===== src/rtl/adc_acq_sequencer.sv =====
// Burst acquisition sequencer for the LTC1746 driver: launches echo windows on acq_en
// and realigns the driver's delayed data_ready into tagged samples.
module adc_acq_sequencer #(
    parameter int ADC_WIDTH   = 14,
    parameter int ADC_LATENCY = 5,
    parameter int CNT_WIDTH   = 16
) (
    input  logic                 SYS_CLK,
    input  logic                 RESET,
    input  logic                 start,
    input  logic                 abort,
    input  logic [CNT_WIDTH-1:0] init_delay,
    input  logic [CNT_WIDTH-1:0] samples_per_echo,
    input  logic [CNT_WIDTH-1:0] echo_count,
    input  logic [CNT_WIDTH-1:0] echo_gap,
    output logic                 acq_en,
    input  logic [ADC_WIDTH-1:0] adc_data,
    input  logic                 adc_ov,
    input  logic                 adc_dready,
    output logic [ADC_WIDTH-1:0] smp_data,
    output logic                 smp_valid,
    output logic                 smp_last,
    output logic [CNT_WIDTH-1:0] smp_echo,
    output logic                 ov_seen,
    output logic                 busy,
    output logic                 done,
    output logic                 cfg_err
);

    typedef enum logic [2:0] {
        S_IDLE, S_DELAY, S_ACQ, S_GAP, S_FLUSH, S_DONE
    } state_t;

    localparam logic [CNT_WIDTH-1:0]   ONE       = 1;
    localparam logic [2*CNT_WIDTH-1:0] ONE_W     = 1;
    // One extra cycle beyond the driver latency so the last capture lands before DONE.
    localparam logic [CNT_WIDTH-1:0]   FLUSH_LEN = CNT_WIDTH'(ADC_LATENCY + 1);

    state_t                 r_state;
    state_t                 w_next_state;
    logic [CNT_WIDTH-1:0]   r_cnt;
    logic [CNT_WIDTH-1:0]   w_next_cnt;
    logic [CNT_WIDTH-1:0]   r_echo_left;
    logic [CNT_WIDTH-1:0]   w_next_echo_left;
    logic [CNT_WIDTH-1:0]   r_spe;
    logic [CNT_WIDTH-1:0]   r_gap;
    logic [2*CNT_WIDTH-1:0] r_total;
    logic                   w_accept;
    logic                   w_reject;
    logic                   r_rej_p0;
    logic                   r_cfg_err;
    logic                   r_acq_en;

    logic                   w_cap;
    logic                   w_win_end;
    logic [2*CNT_WIDTH-1:0] w_cap_total_nxt;
    logic [CNT_WIDTH-1:0]   r_cap_idx;
    logic [CNT_WIDTH-1:0]   r_cap_echo;
    logic [2*CNT_WIDTH-1:0] r_cap_total;
    logic [ADC_WIDTH-1:0]   r_smp_data;
    logic                   r_smp_valid;
    logic                   r_smp_last;
    logic [CNT_WIDTH-1:0]   r_smp_echo;
    logic                   r_ov_seen;

    always_comb begin
        w_next_state     = r_state;
        w_next_cnt       = r_cnt;
        w_next_echo_left = r_echo_left;
        w_accept         = 1'b0;
        w_reject         = 1'b0;
        case (r_state)
            S_IDLE: begin
                if (start) begin
                    if (samples_per_echo == '0 || echo_count == '0) begin
                        w_reject = 1'b1;
                    end else begin
                        w_accept         = 1'b1;
                        w_next_state     = S_DELAY;
                        w_next_cnt       = init_delay;
                        w_next_echo_left = echo_count - ONE;
                    end
                end
            end
            S_DELAY: begin
                if (abort) begin
                    w_next_state = S_FLUSH;
                    w_next_cnt   = FLUSH_LEN;
                end else if (r_cnt == '0) begin
                    w_next_state = S_ACQ;
                    w_next_cnt   = r_spe - ONE;
                end else begin
                    w_next_cnt = r_cnt - ONE;
                end
            end
            S_ACQ: begin
                if (abort || (r_cnt == '0 && r_echo_left == '0)) begin
                    w_next_state = S_FLUSH;
                    w_next_cnt   = FLUSH_LEN;
                end else if (r_cnt == '0) begin
                    // Zero gap keeps acq_en high straight into the next window.
                    w_next_echo_left = r_echo_left - ONE;
                    if (r_gap == '0) begin
                        w_next_cnt = r_spe - ONE;
                    end else begin
                        w_next_state = S_GAP;
                        w_next_cnt   = r_gap - ONE;
                    end
                end else begin
                    w_next_cnt = r_cnt - ONE;
                end
            end
            S_GAP: begin
                if (abort) begin
                    w_next_state = S_FLUSH;
                    w_next_cnt   = FLUSH_LEN;
                end else if (r_cnt == '0) begin
                    w_next_state = S_ACQ;
                    w_next_cnt   = r_spe - ONE;
                end else begin
                    w_next_cnt = r_cnt - ONE;
                end
            end
            S_FLUSH: begin
                if (r_cnt == '0) begin
                    w_next_state = S_DONE;
                end else begin
                    w_next_cnt = r_cnt - ONE;
                end
            end
            S_DONE:  w_next_state = S_IDLE;
            default: w_next_state = S_IDLE;
        endcase
    end

    always_ff @(posedge SYS_CLK or posedge RESET) begin
        if (RESET) begin
            r_state     <= S_IDLE;
            r_cnt       <= '0;
            r_echo_left <= '0;
            r_spe       <= '0;
            r_gap       <= '0;
            r_total     <= '0;
            r_acq_en    <= 1'b0;
            r_rej_p0    <= 1'b0;
            r_cfg_err   <= 1'b0;
        end else begin
            r_state     <= w_next_state;
            r_cnt       <= w_next_cnt;
            r_echo_left <= w_next_echo_left;
            r_acq_en    <= (w_next_state == S_ACQ);
            r_rej_p0    <= w_reject;
            r_cfg_err   <= r_rej_p0;
            if (w_accept) begin
                r_spe   <= samples_per_echo;
                r_gap   <= echo_gap;
                r_total <= (2*CNT_WIDTH)'(samples_per_echo) * (2*CNT_WIDTH)'(echo_count);
            end
        end
    end

    // Capture side: counts arriving samples independently of the launch counters.
    always_comb begin
        w_cap           = adc_dready && (r_state != S_IDLE);
        w_win_end       = (r_cap_idx == r_spe - ONE);
        w_cap_total_nxt = r_cap_total + ONE_W;
    end

    always_ff @(posedge SYS_CLK or posedge RESET) begin
        if (RESET) begin
            r_cap_idx   <= '0;
            r_cap_echo  <= '0;
            r_cap_total <= '0;
            r_smp_data  <= '0;
            r_smp_valid <= 1'b0;
            r_smp_last  <= 1'b0;
            r_smp_echo  <= '0;
            r_ov_seen   <= 1'b0;
        end else begin
            r_smp_valid <= w_cap;
            r_smp_last  <= w_cap && (w_cap_total_nxt == r_total);
            if (w_accept) begin
                r_cap_idx   <= '0;
                r_cap_echo  <= '0;
                r_cap_total <= '0;
                r_ov_seen   <= 1'b0;
            end else if (w_cap) begin
                r_smp_data  <= adc_data;
                r_smp_echo  <= r_cap_echo;
                r_cap_total <= w_cap_total_nxt;
                r_ov_seen   <= r_ov_seen | adc_ov;
                if (w_win_end) begin
                    r_cap_idx  <= '0;
                    r_cap_echo <= r_cap_echo + ONE;
                end else begin
                    r_cap_idx <= r_cap_idx + ONE;
                end
            end
        end
    end

    assign acq_en    = r_acq_en;
    assign smp_data  = r_smp_data;
    assign smp_valid = r_smp_valid;
    assign smp_last  = r_smp_last;
    assign smp_echo  = r_smp_echo;
    assign ov_seen   = r_ov_seen;
    assign busy      = (r_state != S_IDLE);
    assign done      = (r_state == S_DONE);
    assign cfg_err   = r_cfg_err;

endmodule


===== config.mk =====
export PLATFORM = sky130hd
export DESIGN_NAME = adc_acq_sequencer
export DESIGN_NICKNAME = d
export VERILOG_FILES = /design/src/rtl/adc_acq_sequencer.sv
export SDC_FILE = /design/constraint.sdc
export NUM_CORES = 1
export LEC_CHECK = 0
export BUFFER_PORTS_ARGS = -buffer_cell sky130_fd_sc_hd__buf_2
export CAP_MARGIN = 0
export CORE_MARGIN = 1.5
export CORE_UTILIZATION = 55
export CTS_CLUSTER_DIAMETER = 40
export CTS_CLUSTER_SIZE = 28
export DETAILED_ROUTE_END_ITERATION = 7
export GPL_ROUTABILITY_DRIVEN = 1
export PLACE_DENSITY = 0.75
export SLEW_MARGIN = 20
export SYNTH_ARGS = -nofsm -noshare
export SYNTH_HDL_FRONTEND = slang
export SYNTH_SLANG_ARGS = --single-unit

===== constraint.sdc =====
create_clock -name SYS_CLK -period 10.8 [get_ports SYS_CLK]
set_clock_uncertainty 0.2 [all_clocks]
set_input_delay 1.08 -clock SYS_CLK [delete_from_list [all_inputs] [get_ports SYS_CLK]]
set_output_delay 1.08 -clock SYS_CLK [all_outputs]
set_load 0.02 [all_outputs]

# Word-level counts from Yosys, hierarchy flattened
# Cells that the tools add are included.
# W data, S select, Z words.
[word_totals] ff_bits=199 output_inout_bits=37 wordCells=101
[op_classes] muxes=39 addsub=8 n_eq_ne=13 bitwise=2 n_mul=1 reduce_logical=21
[ops] operator="$mux W16" n=18
[ops] operator="$logic_not A16 Y1" n=5
[ops] operator="$sub A16 B1 Y16 const B" n=5
[ops] operator="$mux W32" n=2
[ops] operator="$pmux W16 S4" n=1
[ops] operator="$add A16 B1 Y16 const B" n=2
[ops] operator="$add A32 B1 Y32 const B" n=1
[ops] operator="$eq A32 B32 Y1" n=1
[ops] operator="$mul A16 B16 Y32" n=1
[ops] operator="$pmux W16 S2" n=1
[ops] operator="$mux W3" n=8
[ops] operator="$eq A16 B16 Y1" n=1
[ops] operator="$pmux W3 S4" n=1
[ops] operator="$ne A2 B2 Y1 const B" n=5
[ops] operator="$eq A3 B2 Y1 const B" n=3
[ops] operator="$mux W1" n=8
[ops] operator="$eq A3 B3 Y1 const B" n=2
[ops] operator="$reduce_bool A2 Y1" n=3
[ops] operator="$reduce_and A5 Y1" n=1
[ops] operator="$reduce_and A2 Y1" n=2
[ops] operator="$reduce_and A4 Y1" n=1
[ops] operator="$reduce_bool A4 Y1" n=1
[ops] operator="$eq A3 B1 Y1 const B" n=1
[ops] operator="$logic_and A1 B1 Y1" n=3
[ops] operator="other kinds (6)" n=7

# Logic depth before layout (Yosys ltp)
# Gate-level depths: netlist of the first run.
[depth] depth_word=7 mapped_depth=23

# Least setup slack after synthesis of the first run
# Ideal clock, no wire load.
[synth_path] path_kind="input port to flip-flop" from="input port echo_count[7]" to="register r_total[30]" stages=23 t_required_ps=10505 path_slack_ps=3742 arrival_time_ps=6763 path_cell_list="clkbuf_1 > buf_1 > nand2_1 > fa_1 > inv_1 > fa_1 > inv_1 > fa_1 > inv_1 > fa_1 > fa_1 > inv_1 > fa_1 > inv_1 > ha_1 > o21a_1 > o21ai_0 > nor2b_1 > or4_1 > o31ai_1 > o211a_1 > nor3_1 > o31ai_1"
[synth_via] elab_chain_len=5 elab_cells_between_ends=6 classes_between="mul (1); mux (3); reduce/logical (2)"
[synth_lines] item="start, declared" line="14" rtl="input logic [CNT_WIDTH-1:0] echo_count,"
[synth_lines] item="branches (longest 5 deep; another with $mul A16 B16 Y32)"
[synth_lines] item="end signal, assigned" line="157" rtl="r_total <= (2*CNT_WIDTH)'(samples_per_echo) * (2*CNT_WIDTH)'(echo_count);"
[synth_lines] item="end, declared" line="47" rtl="logic [2*CNT_WIDTH-1:0] r_total;"
# Parallel ways; which one is timed is not known.
# A chain may end at the register's enable or synchronous reset.

# Worst setup path after layout of the first run
[layout_path] from="input port echo_count[2]" to="register r_total[24]"
# The elaborated chain is that of the path after synthesis.

==> results of run 1 <==
==> cells in the final DEF, fill, tap and decap left out, drive strengths merged, types with 27 or more instances in the layout <==
master	instances
a21o	27
a21oi	79
and2	134
buf	131
dfrtp	199
fa	194
ha	113
inv	262
nand2	466
nand3	52
nor2	114
nor3	58
nor4	37
o21ai	144
o31ai	31
xnor2	79
xor2	57
==> worst max-delay path, stage by stage <==
cell and delay, ns:
buf_2 0.38, nand2_1 0.15, fa_1 0.51, fa_1 0.56, inv_1 0.06, fa_1 0.50
fa_1 0.46, fa_1 0.51, inv_1 0.05, fa_1 0.47, inv_1 0.04, ha_1 0.36
a2111oi_0 0.55, o211ai_1 0.16, a21oi_1 0.38, o21ai_0 0.24, a311oi_1 0.36, xor2_1 0.17
o21ai_0 0.08
==> final cells by class <==
type                    instances  area [µm²]
fillers                      3251       14760
multi-input cells            1863       14090
flip-flops and latches        199        4980
inverters                     257       972.2
repair buffers                131       686.9
well taps                     468       585.6
clock buffers                  18       439.2
clock inverters                14       178.9
==> Yosys cell counts (12+ instances only) <==
master	number	area (µm²)
a211oi_1	12	90.09
a21o_1	27	202.7
a21oi_1	79	395.4
a31oi_1	13	81.33
and2_1	132	825.8
and3_1	21	131.4
clkbuf_1	120	450.4
dfrtp_1	199	4980
fa_1	194	3884
ha_1	113	1414
inv_1	256	960.9
mux2i_1	15	150.1
nand2_1	466	1749
nand2b_1	18	112.6
nand3_1	52	260.3
nand4_1	23	143.9
nor2_1	114	427.9
nor3_1	58	290.3
nor4_1	33	206.5
o21ai_0	142	710.7
o31ai_1	31	232.7
or3_1	13	81.33
or4_1	12	90.09
xnor2_1	79	691.9
xor2_1	57	499.2
==> worst max path at each step <==
stage | start | to | slack [ns] | cells after the start
final | echo_count[2] | r_total[24] | 3.85 | 19
after global routing | echo_count[11] | r_total[24] | 3.60 | 19
after CTS | echo_count[2] | r_total[24] | 3.96 | 19
after detailed placement | echo_count[2] | r_total[24] | 3.48 | 19
after global placement | echo_count[1] | r_total[24] | 3.57 | 19
after floorplan | echo_count[7] | r_total[30] | 3.74 | 23
==> metal layers <==
layer / GRT usage (%) / vias to the layer above / share of wire, %
li1: - / 8130 / -
met3: 4.899 / 138 / 6.7
met2: 47.15 / 675 / 49
met4: 11.57 / 0 / 3.3
met1: 37.42 / 8546 / 41
met5: 0 / - / 0
==> power by group through the flow <==
stage / registers (W) / logic, W / clock network (W)
after detailed placement: 0.00126 / 0.00448 / 0
final: 0.00126 / 0.00451 / 0.000682
after global routing: 0.00129 / 0.00509 / 0.000722
after global placement: 0.00125 / 0.00439 / 0
after CTS: 0.00125 / 0.00452 / 0.000695
after floorplan: 0.00118 / 0.00349 / 0
==> sequential cells by signal, indices dropped and copies added (netlist names), 3 cells and up <==
signal and cells:
r_cnt 16, r_echo_left 16, smp_echo 16, r_cap_echo 16, r_gap 16, r_spe 16, r_cap_total 32, smp_data 14
r_state 3, r_total 32, r_cap_idx 16
==> logic make-up after synthesis <==
group / count (synthesis)
compound gates: 406
xor+xnor: 139
fa+ha+maj: 307
buf+inv: 396
flops: 199
mux: 20
simple gates: 991
==> per-stage QoR <==
stage	power [W]	util [%]
global route	0.007104	59.78
global placement	0.005639	58.07
CTS	0.006461	59.75
floorplan	0.004670	-
finish	0.006454	59.78
detailed placement	0.005739	58.07
==> summary.md, run 1 <==
| Metric | Value |
|---|---|
| Adder-Cell Fraction of Synth Area | `about a quarter` |
| First drt pass iteration count | `5` |
| Yosys reg bits | `about 200` |
| Largest net degree at the start of global routing | `around 120` |
| Clk sinks | `~200` |
| GRT overflow | `0` |
| Comb power frac | `69.9%` |
| # diodes | `0` |
| Die width | `between 150 and 200 µm` |
| P_leak | `between 10 and 15 nW` |
| Post-DP Area | `21310 µm²` |
| Clock H-tree levels | `4` |
| Post-synthesis sequential area ratio | `around a quarter` |
| Async SR Flop Fraction | `between 90% and 100%` |
| Clock Path Buffers | `2` |
| Post-Layout Cell Count | `between 2000 and 3000` |
| Post-synthesis area per instance | `around 8.4 µm²` |
| Final WL | `roughly 53 mm` |
| ANT nets after route | `0` |
| RR Startpoint | `r_spe[6]` |
| Global-route wire length before repair | `between 80 and 90 mm` |
| # resized after CTS | `0` |
| R2R Setup Slk | `about 6.2 ns` |
| Reg2reg end | `r_cap_echo[0]` |
| Cells on Worst Hold Path | `0` |
| Min-delay src | `r_rej_p0` |
| Placed Cells | `between 2000 and 3000` |
| Syn Inst Count | `around 2500` |
| Period minus WS final | `roughly 7.0 ns` |
| Outcome | `finished, final reports clean` |
| Slew Viols, Final | `0` |
| Top-Level Pins | `approximately 120` |
| Setup TNS | `0 ns` |
| Number of flops mapped to enable cells by yosys | `0` |
| Via count | `17489` |
| Nets | `2860` |
| Post-CTS setup buffer count | `0` |
| Synthesis-to-layout area growth | `6.746%` |
| Hold_ws | `0.1555 ns` |
| Max capacitance violation total | `0` |
| Core ar. | `about 37000 µm²` |
| Fraction of the mapped netlist area in simple logic gates | `roughly 23%` |
| Wire per inst | `between 15 and 20 µm` |
| RSZ-0062 raised after global routing | `false` |
| PortBufs | `120` |
| Ys Warns | `0` |
| Vias in the first global route | `around 18000` |
| Final setup violating endpoints | `0` |
| Hold Buf Count CTS | `0` |
| CP arrival | `slightly above 7 ns` |
| Routability cong. | `0.9218` |
| DRT iter0 DRCs | `about 1300` |
| Max Clock Freq | `0.1438 GHz` |
| Cell Int Power | `~0.0032 W` |
| Startpoint Class | `primary input` |
| Num CTS Buffers | `17` |
| CP Data Required Time | `10.92 ns` |
| DIE AREA | `between 30000 and 40000 µm²` |
| Layout cells sized above 1 | `7.857%` |
| DRC | `0` |
| Antenna violations before repair | `0` |
| Reg2Reg Depth | `8` |
| Reg clk slew, reported paths | `about 0.080 ns` |
| Relative slew slack | `a little under a fifth` |
| Root Buffer | `clkbuf_16` |
| Largest family of logic cells by synthesized area | `adder cells` |
| Row count | `70` |
| HP Class | `reg -> reg` |
| Main synth FF type | `dfrtp_1` |
| Synth cell types | `between 70 and 80` |
| Via-per-instance ratio | `5.928` |
| Chip height | `between 150 and 200 µm` |
| Final Cycle Share | `between 60 and 70%` |
| Mux cell area share after synthesis | `about 1%` |
| Worst Tran Pin Value | `about 1.2 ns` |
| Crit path capture type | `register` |
| Sw Pwr | `approximately 0.0033 W` |
| Dpl hpwl | `between 30 and 40 mm` |
| Synthesized area | `a little over 20000 µm²` |
| Total GRT Usage | `between 20% and 30%` |
| Crit Path Max Fanout | `21` |
| Switching portion of total power | `between 50% and 60%` |
| Power Dens Cells | `about 290 nW/µm²` |
| Final WS setup | `between 3 and 4 ns` |
| TritonCTS clock tree | `yes` |
| Final Cell Area | `~22000 µm²` |
| Compound-Gate Fraction of Synth Area | `12.49%` |
| Part of the power in registers | `between 10% and 20%` |
| Setup slack at placement | `about 3.5 ns` |
| Fraction of power consumed by the clock network | `between 10% and 20%` |
| Endpoints failing hold | `0` |
| Starting density of the core | `between 50 and 60%` |
| Hold Crit Endpoint | `cfg_err` |
| Worst skew pair latency | `~0.47 ns` |
| Setup CP Type | `in -> reg` |
| Syn Nets | `2849` |
| Max VDD drop | `0.4225 mV` |
| Xor-xnor portion of the synthesized cell area | `just over 6%` |
(Power assumes the default switching activity.)
==> inputs of run 2 (changes only) <==
--- a/config.mk
+++ b/config.mk
@@ -13,7 +13,7 @@
 export CTS_CLUSTER_SIZE = 28
 export DETAILED_ROUTE_END_ITERATION = 7
 export GPL_ROUTABILITY_DRIVEN = 1
-export PLACE_DENSITY = 0.75
+export PLACE_DENSITY = 0.78
 export SLEW_MARGIN = 20
 export SYNTH_ARGS = -nofsm -noshare
 export SYNTH_HDL_FRONTEND = slang
==> constraint.sdc (replaced) <==
create_clock -name SYS_CLK -period 5.8 [get_ports SYS_CLK]
set_clock_uncertainty 0.2 [all_clocks]
set_input_delay 0.58 -clock SYS_CLK [delete_from_list [all_inputs] [get_ports SYS_CLK]]
set_output_delay 0.58 -clock SYS_CLK [all_outputs]
set_load 0.02 [all_outputs]
==> run 2 against run 1 <==
The flow now finishes with violations (setup timing). Global-route usage decreased by 0.12 points. Via count increased by 3.3%. Clock power increased by 82%. Combinational power increased to 2.5 times the previous value. Non-clock buffer count increased by 132. First-iteration DRC count increased by 9.7%. Routed wire length increased by 0.64%. Critical path type unchanged. Largest cell class unchanged. Highest routed layer unchanged.
==> summary.md, run 2 (synthesized netlist as in run 1, its figures left out) <==
| Metric | Value |
|---|---|
| Worst skew pair latency | `0.47 ns (about the same)` |
| Max Clock Freq | `approximately 0.17 GHz` |
| Vias in the first global route | `18470 (was 17521)` |
| Clock H-tree levels | `4 (unchanged)` |
| Met3 wire length | `3.139 mm (was 3.574 mm)` |
| Max capacitance violation total | `0 (unchanged)` |
| Period minus WS final | `between 5 and 6 ns` |
| Tot Pwr | `0.01512 W (was 0.006454 W)` |
| Largest net degree at the start of global routing | `200 (was 122)` |
| CP cell instances | `buf_12 > and2_4 > fa_1 > inv_1 > fa_1 > inv_2 > fa_1 > fa_1 > fa_1 > inv_2 > fa_1 > inv_2 > ha_4 > o21a_1 > o21ai_1 > nor2b_4 > or4_4 > o31ai_4 > o21a_1 > nor3_2 > o31ai_1 (was buf_2 > nand2_1 > fa_1 > fa_1 > inv_1 > fa_1 > fa_1 > fa_1 > inv_1 > fa_1 > inv_1 > ha_1 > a2111oi_0 > o211ai_1 > a21oi_1 > o21ai_0 > a311oi_1 > xor2_1 > o21ai_0)` |
| Root Buffer | `clkbuf_16 (unchanged)` |
| Num CTS Buffers | `17 (unchanged)` |
| DRT iter0 DRCs | `1395 (was 1272)` |
| DIE AREA | `38530 µm² (unchanged)` |
| RR Startpoint | `r_spe[0] (was r_spe[6])` |
| Core ar. | `36700 µm² (unchanged)` |
| Worst path most repeated cell | `fa_1 (unchanged)` |
| Uppermost layer routed | `met4 (unchanged)` |
| Synthesis-to-layout area growth | `13.69% (was 6.746%)` |
| Dpl hpwl | `40.80 mm (was 39.00 mm)` |
| ANT nets after route | `0 (unchanged)` |
| Clk sinks | `199 (unchanged)` |
| Antenna violations before repair | `1 (was 0)` |
| Chip height | `196.3 µm (unchanged)` |
| Routability cong. | `0.9475 (was 0.9218)` |
| GRT overflow | `0 (unchanged)` |
| Wire per inst | `17.39 µm (was 18.05 µm)` |
| Row count | `70 (unchanged)` |
| Biggest regs | `r_cap_total: 32 flops, r_total: 32 flops (unchanged)` |
| Worst Tran Pin Value | `0.9491 ns (was 1.209 ns)` |
| # diodes | `0 (unchanged)` |
| Setup CP Type | `in -> reg (unchanged)` |
| Final Cycle Share | `100.4%` |
| First drt pass iteration count | `7 (was 5)` |
| Final WL | `53.59 mm (was 53.25 mm)` |
| Crit Path Max Fanout | `6 (was 21)` |
| Slowest-stage cell, CP | `fa_1 (unchanged)` |
| DRC | `0 (unchanged)` |
| Endpoints failing hold | `0 (unchanged)` |
| Footprint of the multi-input gates | `14410 µm² (was 14090 µm²)` |
| Critical Path Max Stage Delay | `0.56 ns (about the same)` |
| Final setup violating endpoints | `3 (was 0)` |
| Hold_ws | `0.01059 ns (was 0.1555 ns)` |
| Post-DP Area | `22370 µm² (was 21310 µm²)` |
| Outcome | `complete, but fails checks (was finished, final reports clean)` |
| Fill cell count | `3004 (was 3251)` |
| Crit path capture type | `register (unchanged)` |
| Commonest non-fill, non-tap cell in the layout | `nand2_1 (unchanged)` |
| R2R Setup Slk | `1.35 ns (was 6.24 ns)` |
| CP Data Required Time | `5.98 ns (was 10.92 ns)` |
| Via count | `18058 (was 17489)` |
| Via-per-instance ratio | `5.859 (was 5.928)` |
| Layout cells sized above 1 | `14.58% (was 7.857%)` |
| Starting density of the core | `56.00% (unchanged)` |
| Setup TNS | `-0.05614 ns (was 0 ns)` |
| M1 wire length | `21.91 mm (was 22.05 mm)` |
| Critical Path Source | `samples_per_echo[4] (was echo_count[2])` |
| Reg2reg end | `r_cap_echo[0] (unchanged)` |
| Setup crit end | `r_total[28] (was r_total[24])` |
| Startpoint Class | `primary input (unchanged)` |
| Final WS setup | `-0.02319 ns (was 3.847 ns)` |
| TritonCTS clock tree | `yes (unchanged)` |
| RSZ-0062 raised after global routing | `true (was false)` |
| Met2 WL | `26.43 mm (was 25.84 mm)` |
| HP Class | `in -> async (was reg -> reg)` |
| P_leak | `11.29 nW (was 10.58 nW)` |
| Reg clk slew, reported paths | `0.09 ns (was 0.08 ns)` |
| Die width | `196.3 µm (unchanged)` |
| PortBufs | `120 (unchanged)` |
| Nets | `2992 (was 2860)` |
| Setup slack at placement | `-0.5602 ns (was 3.481 ns)` |
| Final Cell Area | `23360 µm² (was 21940 µm²)` |
| Global-route wire length before repair | `89.02 mm (was 88.16 mm)` |
| Violated checks | `setup timing` |
| Relative slew slack | `35.09% (was 18.64%)` |
| Total GRT Usage | `28.46% (was 28.58%)` |
| Top-Level Pins | `121 (unchanged)` |
| CP arrival | `6.00 ns (was 7.07 ns)` |
| Slew Viols, Final | `0 (unchanged)` |
| Power Dens Cells | `647.0 nW/µm² (was 294.2 nW/µm²)` |
| Commonest cells after routing, fill and taps aside | `463 x nand2_1, 250 x inv_1, 199 x dfrtp_1 (was 465 x nand2_1, 255 x inv_1, 199 x dfrtp_1)` |
| Register area | `4980 µm² (unchanged)` |
| Reg2Reg Depth | `10 (was 8)` |
| Max VDD drop | `0.9240 mV (was 0.4225 mV)` |
| Clock Path Buffers | `2 (unchanged)` |
## run 2: what timing repair did
item / 4_1_cts / 5_1_grt
hold buffers: 0 / 0
setup buffers: 2 / 8
pin swaps: 8 / 43
endpoints found under the setup margin: 5 / 13
gates resized for setup: 11 / 75
## run 2: final cells by class
class | instances | share of cell area (%)
multi-input cells | 1863 | 61.69
flip-flops and latches | 199 | 21.31
repair buffers | 263 | 7.749
inverters | 257 | 4.145
well taps | 468 | 2.506
clock buffers | 18 | 1.837
clock inverters | 14 | 0.7605
## run 2: worst min-delay path by stage
stage	startpoint	to	depth (start not counted)
6_report	RESET	r_spe[4]	3
2_1_floorplan	r_rej_p0	cfg_err	0
3_3_place_gp	r_rej_p0	cfg_err	0
4_1_cts	echo_gap[3]	r_gap[3]	3
5_1_grt	RESET	r_gap[9]	3
3_5_place_dp	r_rej_p0	cfg_err	0
## run 2: critical path: cells and delay by family
kind	cells	cell delay [ns]
AO/OA/AOI/OAI	5	0.94
AND/OR/NAND/NOR	4	0.82
buffers and inverters	5	0.30
adder cells (fa/ha/maj)	7	3.35
## run 2: where the power goes
part           switching, W  internal (W)
registers          0.000532       0.00181
clock network      0.000622      0.000621
logic               0.00608       0.00546
total               0.00723       0.00789
## run 2: through the flow
step	instances	util, %
3_5_place_dp	3039	60.95
2_1_floorplan	2458	-
5_1_grt	3082	63.67
6_report	3082	63.67
3_3_place_gp	3039	60.95
4_1_cts	3073	62.80
## run 2: routing by layer
layer | vias to the layer above | GRT usage, %
li1 | 8394 | -
met1 | 8808 | 36.68
met2 | 687 | 48.21
met3 | 169 | 3.765
met4 | 0 | 12.17
met5 | - | 0
